## config.mk

```make
export PLATFORM = sky130hd
export DESIGN_NAME = if_id_stage_flat
export DESIGN_NICKNAME = d
export VERILOG_FILES = /design/src/rtl/if_id_stage_if.sv /design/src/rtl/if_id_stage.sv /design/src/flat_wrapper.sv
export SDC_FILE = /design/constraint.sdc
export NUM_CORES = 1
export LEC_CHECK = 0
export CAP_MARGIN = 20
export CORE_ASPECT_RATIO = 2
export CORE_MARGIN = 2
export CORE_UTILIZATION = 40
export CTS_CLUSTER_DIAMETER = 30
export DETAILED_ROUTE_END_ITERATION = 12
export MAX_ROUTING_LAYER = met4
export PLACE_DENSITY = 0.77
export SYNTH_ARGS = -nofsm -noshare
export SYNTH_HDL_FRONTEND = slang
export SYNTH_SLANG_ARGS = --single-unit
export TNS_END_PERCENT = 50
```

## constraint.sdc

```tcl
create_clock -name clk -period 2.6 [get_ports clk]
set_clock_uncertainty 0.2 [all_clocks]
set_input_delay 0.52 -clock clk [delete_from_list [all_inputs] [get_ports clk]]
set_output_delay 0.52 -clock clk [all_outputs]
set_load 0.005 [all_outputs]
```

## src/rtl/if_id_stage_if.sv

```systemverilog
// Instruction-memory bus between the fetch stage and a combinational-read memory.
// master: drives instr_addr, samples instr_data. slave: the memory side.
interface if_id_stage_if;
  logic [31:0] instr_addr;
  logic [31:0] instr_data;

  modport master (
    output instr_addr,
    input  instr_data
  );

  modport slave (
    input  instr_addr,
    output instr_data
  );
endinterface

```

## src/rtl/if_id_stage.sv

```systemverilog
// IF stage + IF/ID register: PC, fetch, load-use stall, branch flush, event counters.
// Ports: clk/reset, imem bus, branch/ID-EX hazard inputs, IF/ID outputs, stall/flush, counters.
module if_id_stage #(
  parameter logic [31:0] RESET_PC = 32'h0000_0000,
  parameter int unsigned CNT_W    = 16
) (
  input  logic             clk,
  input  logic             reset,
  if_id_stage_if.master    imem,
  input  logic             branch_taken,
  input  logic [31:0]      branch_target,
  input  logic             idex_mem_read,
  input  logic [4:0]       idex_rt,
  output logic [31:0]      _pc_plus_four,
  output logic [31:0]      _instruction,
  output logic             _valid,
  output logic [4:0]       rs,
  output logic [4:0]       rt,
  output logic [4:0]       rd,
  output logic [31:0]      immediate,
  output logic             stall,
  output logic             flush,
  output logic [CNT_W-1:0] stall_count,
  output logic [CNT_W-1:0] flush_count
);

  logic [31:0] pc;
  logic [31:0] pc_next4;
  logic [31:0] target;
  logic [5:0]  opcode;
  logic        uses_rt;
  logic        rs_hit;
  logic        rt_hit;

  assign pc_next4        = pc + 32'd4;
  assign target          = branch_target & ~32'h3;
  assign imem.instr_addr = pc;

  assign opcode    = _instruction[31:26];
  assign rs        = _instruction[25:21];
  assign rt        = _instruction[20:16];
  assign rd        = _instruction[15:11];
  assign immediate = {{16{_instruction[15]}},
                      _instruction[15:0]};

  // Only R-type, beq and sw actually read rt as a source.
  always_comb begin
    uses_rt = 1'b0;
    unique case (1'b1)
      opcode == 6'h00,
      opcode == 6'h04,
      opcode == 6'h2B: uses_rt = 1'b1;
      default:         uses_rt = 1'b0;
    endcase
  end

  assign rs_hit = (idex_rt == rs);
  assign rt_hit = uses_rt & (idex_rt == rt);
  assign stall  = _valid & idex_mem_read
                & (idex_rt != 5'd0)
                & (rs_hit | rt_hit);
  assign flush  = branch_taken;

  always_ff @(posedge clk) begin
    if (reset) begin
      pc            <= RESET_PC;
      _instruction  <= '0;
      _pc_plus_four <= '0;
      _valid        <= 1'b0;
    end else if (branch_taken) begin
      pc            <= target;
      _instruction  <= '0;
      _pc_plus_four <= '0;
      _valid        <= 1'b0;
    end else if (!stall) begin
      pc            <= pc_next4;
      _instruction  <= imem.instr_data;
      _pc_plus_four <= pc_next4;
      _valid        <= 1'b1;
    end
  end

  always_ff @(posedge clk) begin
    if (reset) begin
      stall_count <= '0;
      flush_count <= '0;
    end else begin
      if (branch_taken && flush_count != '1)
        flush_count <= flush_count + 1'b1;
      if (stall && !branch_taken &&
          stall_count != '1)
        stall_count <= stall_count + 1'b1;
    end
  end

endmodule

```

## src/flat_wrapper.sv

```systemverilog
// flat-port wrapper written by rule: the top's interface ports become plain ports
module if_id_stage_flat 
#(
  parameter logic [31:0] RESET_PC = 32'h0000_0000,
  parameter int unsigned CNT_W    = 16
)
  (clk, reset, branch_taken, branch_target, idex_mem_read, idex_rt, _pc_plus_four, _instruction, _valid, rs, rt, rd, immediate, stall, flush, stall_count, flush_count, imem_instr_addr, imem_instr_data);
  if_id_stage_if imem_i ();
  input  logic clk;
  input  logic reset;
  input  logic branch_taken;
  input  logic [31:0] branch_target;
  input  logic idex_mem_read;
  input  logic [4:0] idex_rt;
  output logic [31:0] _pc_plus_four;
  output logic [31:0] _instruction;
  output logic _valid;
  output logic [4:0] rs;
  output logic [4:0] rt;
  output logic [4:0] rd;
  output logic [31:0] immediate;
  output logic stall;
  output logic flush;
  output logic [CNT_W-1:0] stall_count;
  output logic [CNT_W-1:0] flush_count;
  output wire logic [$bits(imem_i.instr_addr)-1:0] imem_instr_addr;
  input wire logic [$bits(imem_i.instr_data)-1:0] imem_instr_data;
  assign imem_instr_addr = imem_i.instr_addr;
  assign imem_i.instr_data = imem_instr_data;
  if_id_stage #(.RESET_PC(RESET_PC), .CNT_W(CNT_W)) u_core (.clk(clk), .reset(reset), .imem(imem_i), .branch_taken(branch_taken), .branch_target(branch_target), .idex_mem_read(idex_mem_read), .idex_rt(idex_rt), ._pc_plus_four(_pc_plus_four), ._instruction(_instruction), ._valid(_valid), .rs(rs), .rt(rt), .rd(rd), .immediate(immediate), .stall(stall), .flush(flush), .stall_count(stall_count), .flush_count(flush_count));
endmodule
```

==> results.json <==
{
  "outcome": "finished, final reports clean",
  "post-route-worst-setup-slack_ps": 20.39,
  "syn_avg_cell_area_um2": 8.499,
  "detail_route.wirelength_mm": 20.15,
  "num_antenna_cells": 0,
  "design.portCount": 251,
  "timing.final.crit_period_ps": 2580,
  "number_of_global_route_vias_before_repair": 6120,
  "cts.reportedPaths.clkPinSlew_ps": 60,
  "maxCapViolCount": 0,
  "synth-main-ff-cell": "sky130_fd_sc_hd__dfxtp_1",
  "rsz0062_at_grt": "true",
  "worst_ep_required_time_ps": 2700,
  "grt_first_pass_wirelength_mm": 31.05,
  "synth_warnings": 0,
  "core.rowCount": 66,
  "synth.cells.most_frequent": "125 x sky130_fd_sc_hd__dfxtp_1, 97 x sky130_fd_sc_hd__nand2_1, 88 x sky130_fd_sc_hd__nor2_1",
  "asyncSetResetFlopFracSynth_pct": 0,
  "tritoncts": "yes",
  "synth-edff-count": 0,
  "cts_buffer_depth": 2,
  "initial_antenna_violation_count": 0,
  "placed_area_um2": 9104,
  "post-place-ws_ps": -734.0,
  "post-route-drc-count": 0,
  "yosysMostFrequentCell": "sky130_fd_sc_hd__dfxtp_1",
  "r2r_cells": 7,
  "postSynthCellCount": 766,
  "holdBufCountCts": 0,
  "hold_depth": 3,
  "io_buffers": 244,
  "cp-end-kind": "flip-flop",
  "routed_via_density": 5.277,
  "clock_root_buffer": "sky130_fd_sc_hd__clkbuf_16",
  "worst-path-max-fanout": 4,
  "synth_fa_ha_area_share_pct": 0.5766,
  "design_area_final_um2": 9772,
  "yosysUniqueCellTypes": 52,
  "chipHeight_um": 184.4,
  "drtIter0Drc": 343,
  "die-area_um2": 17370,
  "leakage_nw": 3.688,
  "synth_simple_gate_area_share_pct": 24.31,
  "h-tree-depth": 4,
  "synth_compound_area_share_pct": 14.53,
  "synth_top_area_share_pct": 38.44,
  "cts_inserted_buffers": 17,
  "synth_xor_area_share_pct": 10.36,
  "detailedPlacementHpwl_mm": 14.93,
  "tightestPinTransition_ps": 528.7,
  "die_boundary_width_um": 94.21,
  "synth_top_cells_by_area": "sky130_fd_sc_hd__dfxtp_1 38%, sky130_fd_sc_hd__buf_4 7.1%, sky130_fd_sc_hd__xor2_1 6.6%, sky130_fd_sc_hd__nand2_1 5.6%, sky130_fd_sc_hd__a211oi_2 5.6%",
  "clkSinkCount": 125,
  "final_nets": 1070,
  "synth_area_um2": 6510,
  "floorplan.initialDensity_pct": 40.43,
  "power.density_nw_per_um2": 529.8,
  "routed_wire_length_per_instance_um": 16.64,
  "report.final.slew_viol_count": 0,
  "slew-limit-headroom_pct": 64.70,
  "gp_congestion": 0.8283,
  "final_layout_size_suffix_gt1_share_pct": 15.69,
  "ys_seq_area_share_pct": 38.44,
  "irDropWorstVdd_v": 0.0004461,
  "report.final.setup_viol": 0,
  "detailed_router_iteration_count_before_antenna_repair": 5,
  "holdCritPathClass": "in2reg",
  "grt_max_degree": 59,
  "antenna_violating_nets_post_route": 0,
  "hold_viol": 0,
  "clock_latency_ps": 420,
  "timing.critical_path.arrival_ps": 2680,
  "worstSetupStartpointType": "input pin",
  "setup.reg_to_reg.worst_slack_ps": 80,
  "coreArea_um2": 16100,
  "fmax_mhz": 387.7,
  "vias": 6390,
  "synth_top_cell_by_area": "sky130_fd_sc_hd__dfxtp_1",
  "setup.worst_path.class": "in2reg",
  "overflow": 0,
  "main_combinational_cell_family_by_area_after_synthesis": "simple AND/OR/NAND/NOR gates",
  "track_usage_pct": 23.44,
  "ys_ff_latch": 125,
  "fraction_of_synthesized_area_in_multiplexers_pct": 1.518,
  "area_growth_syn_to_layout_pct": 50.11,
  "final_min_period_over_clock_period_pct": 99.22
}
repair_timing:
| action | CTS | global route |
|---|---|---|
| endpoints found under the setup margin | 79 | 2 |
| buffers inserted | 1 | 3 |
| resized for setup | 29 | 1 |
| pin swaps | 6 | 4 |
cell type report:
class | count | area (um2)
clock buffers | 17 | 425.4
clock inverters | 15 | 187.7
fillers | 1372 | 6331
inverters | 9 | 33.78
multi-input cells | 534 | 3397
flip-flops and latches | 125 | 2504
well taps | 204 | 255.2
repair buffers | 307 | 2969
flip-flops by register name, indices dropped and copies added (netlist names):
name                    count
u_core.flush_count         16
u_core._valid               1
u_core._instruction        32
u_core.imem.instr_addr     30
u_core._pc_plus_four       30
u_core.stall_count         16
final timing paths:
check,end,startpoint
max,u_core.stall_count[11],idex_mem_read
min,u_core.stall_count[4],reset
max reg2reg,u_core.stall_count[7],u_core._instruction[29]
min reg2reg,u_core._pc_plus_four[3],u_core._pc_plus_four[3]
cell usage in the layout, fill, tap and decap left out, types with 18 or more instances in the layout:
cell type,instances
sky130_fd_sc_hd__nand2_1,96
sky130_fd_sc_hd__a211oi_1,23
sky130_fd_sc_hd__nand3_1,35
sky130_fd_sc_hd__xor2_1,49
sky130_fd_sc_hd__a21oi_1,47
sky130_fd_sc_hd__nand4_1,18
sky130_fd_sc_hd__buf_4,57
sky130_fd_sc_hd__dfxtp_1,124
sky130_fd_sc_hd__clkdlybuf4s50_1,237
sky130_fd_sc_hd__nor2_1,88
sky130_fd_sc_hd__xnor2_1,28
sky130_fd_sc_hd__a211oi_2,29
per-layer routing:
metal  up-vias  part of all wire [%]  global-route usage, %
met3        33                   8.2                  5.642
met2       304                    48                  38.43
li1       3055                     -                      -
met4         0                   3.6                  11.01
met5         -                     0                      -
met1      2998                    40                  26.64
cell families after synthesis:
group,Yosys count
xor+xnor,77
flops,125
other cells,1
simple gates,318
buf+inv,110
compound gates,123
fa+ha+maj,3
mux,9
report_power, final:
group | total [mW] | internal, mW | switching, mW
sequential | 2.07 | 1.99 | 0.0817
clock | 2.45 | 1.52 | 0.929
combinational | 0.655 | 0.390 | 0.265
through the flow:
step / hold slack (ps) / instances / TNS [ps] / power, mW / utilization [%]
2_1_floorplan: 252.7 / 769 / 0 / 2.369 / -
3_3_place_gp: 242.5 / 1175 / -48370 / 2.747 / 56.53
3_5_place_dp: 254.9 / 1175 / -56330 / 2.759 / 56.53
4_1_cts: 188.7 / 1208 / 0 / 5.230 / 60.52
5_1_grt: 209.4 / 1211 / -5.220 / 5.361 / 60.68
6_report: 202.6 / 1211 / 0 / 5.178 / 60.68
worst max-delay path, stage by stage:
cell and delay (ps):
sky130_fd_sc_hd__clkdlybuf4s50_1 500, sky130_fd_sc_hd__o311a_1 230, sky130_fd_sc_hd__buf_4 130, sky130_fd_sc_hd__nand4_1 180
sky130_fd_sc_hd__buf_12 200, sky130_fd_sc_hd__a2111oi_4 370, sky130_fd_sc_hd__and3_1 240, sky130_fd_sc_hd__mux2_4 310
Power figures use the tool's default switching activity.
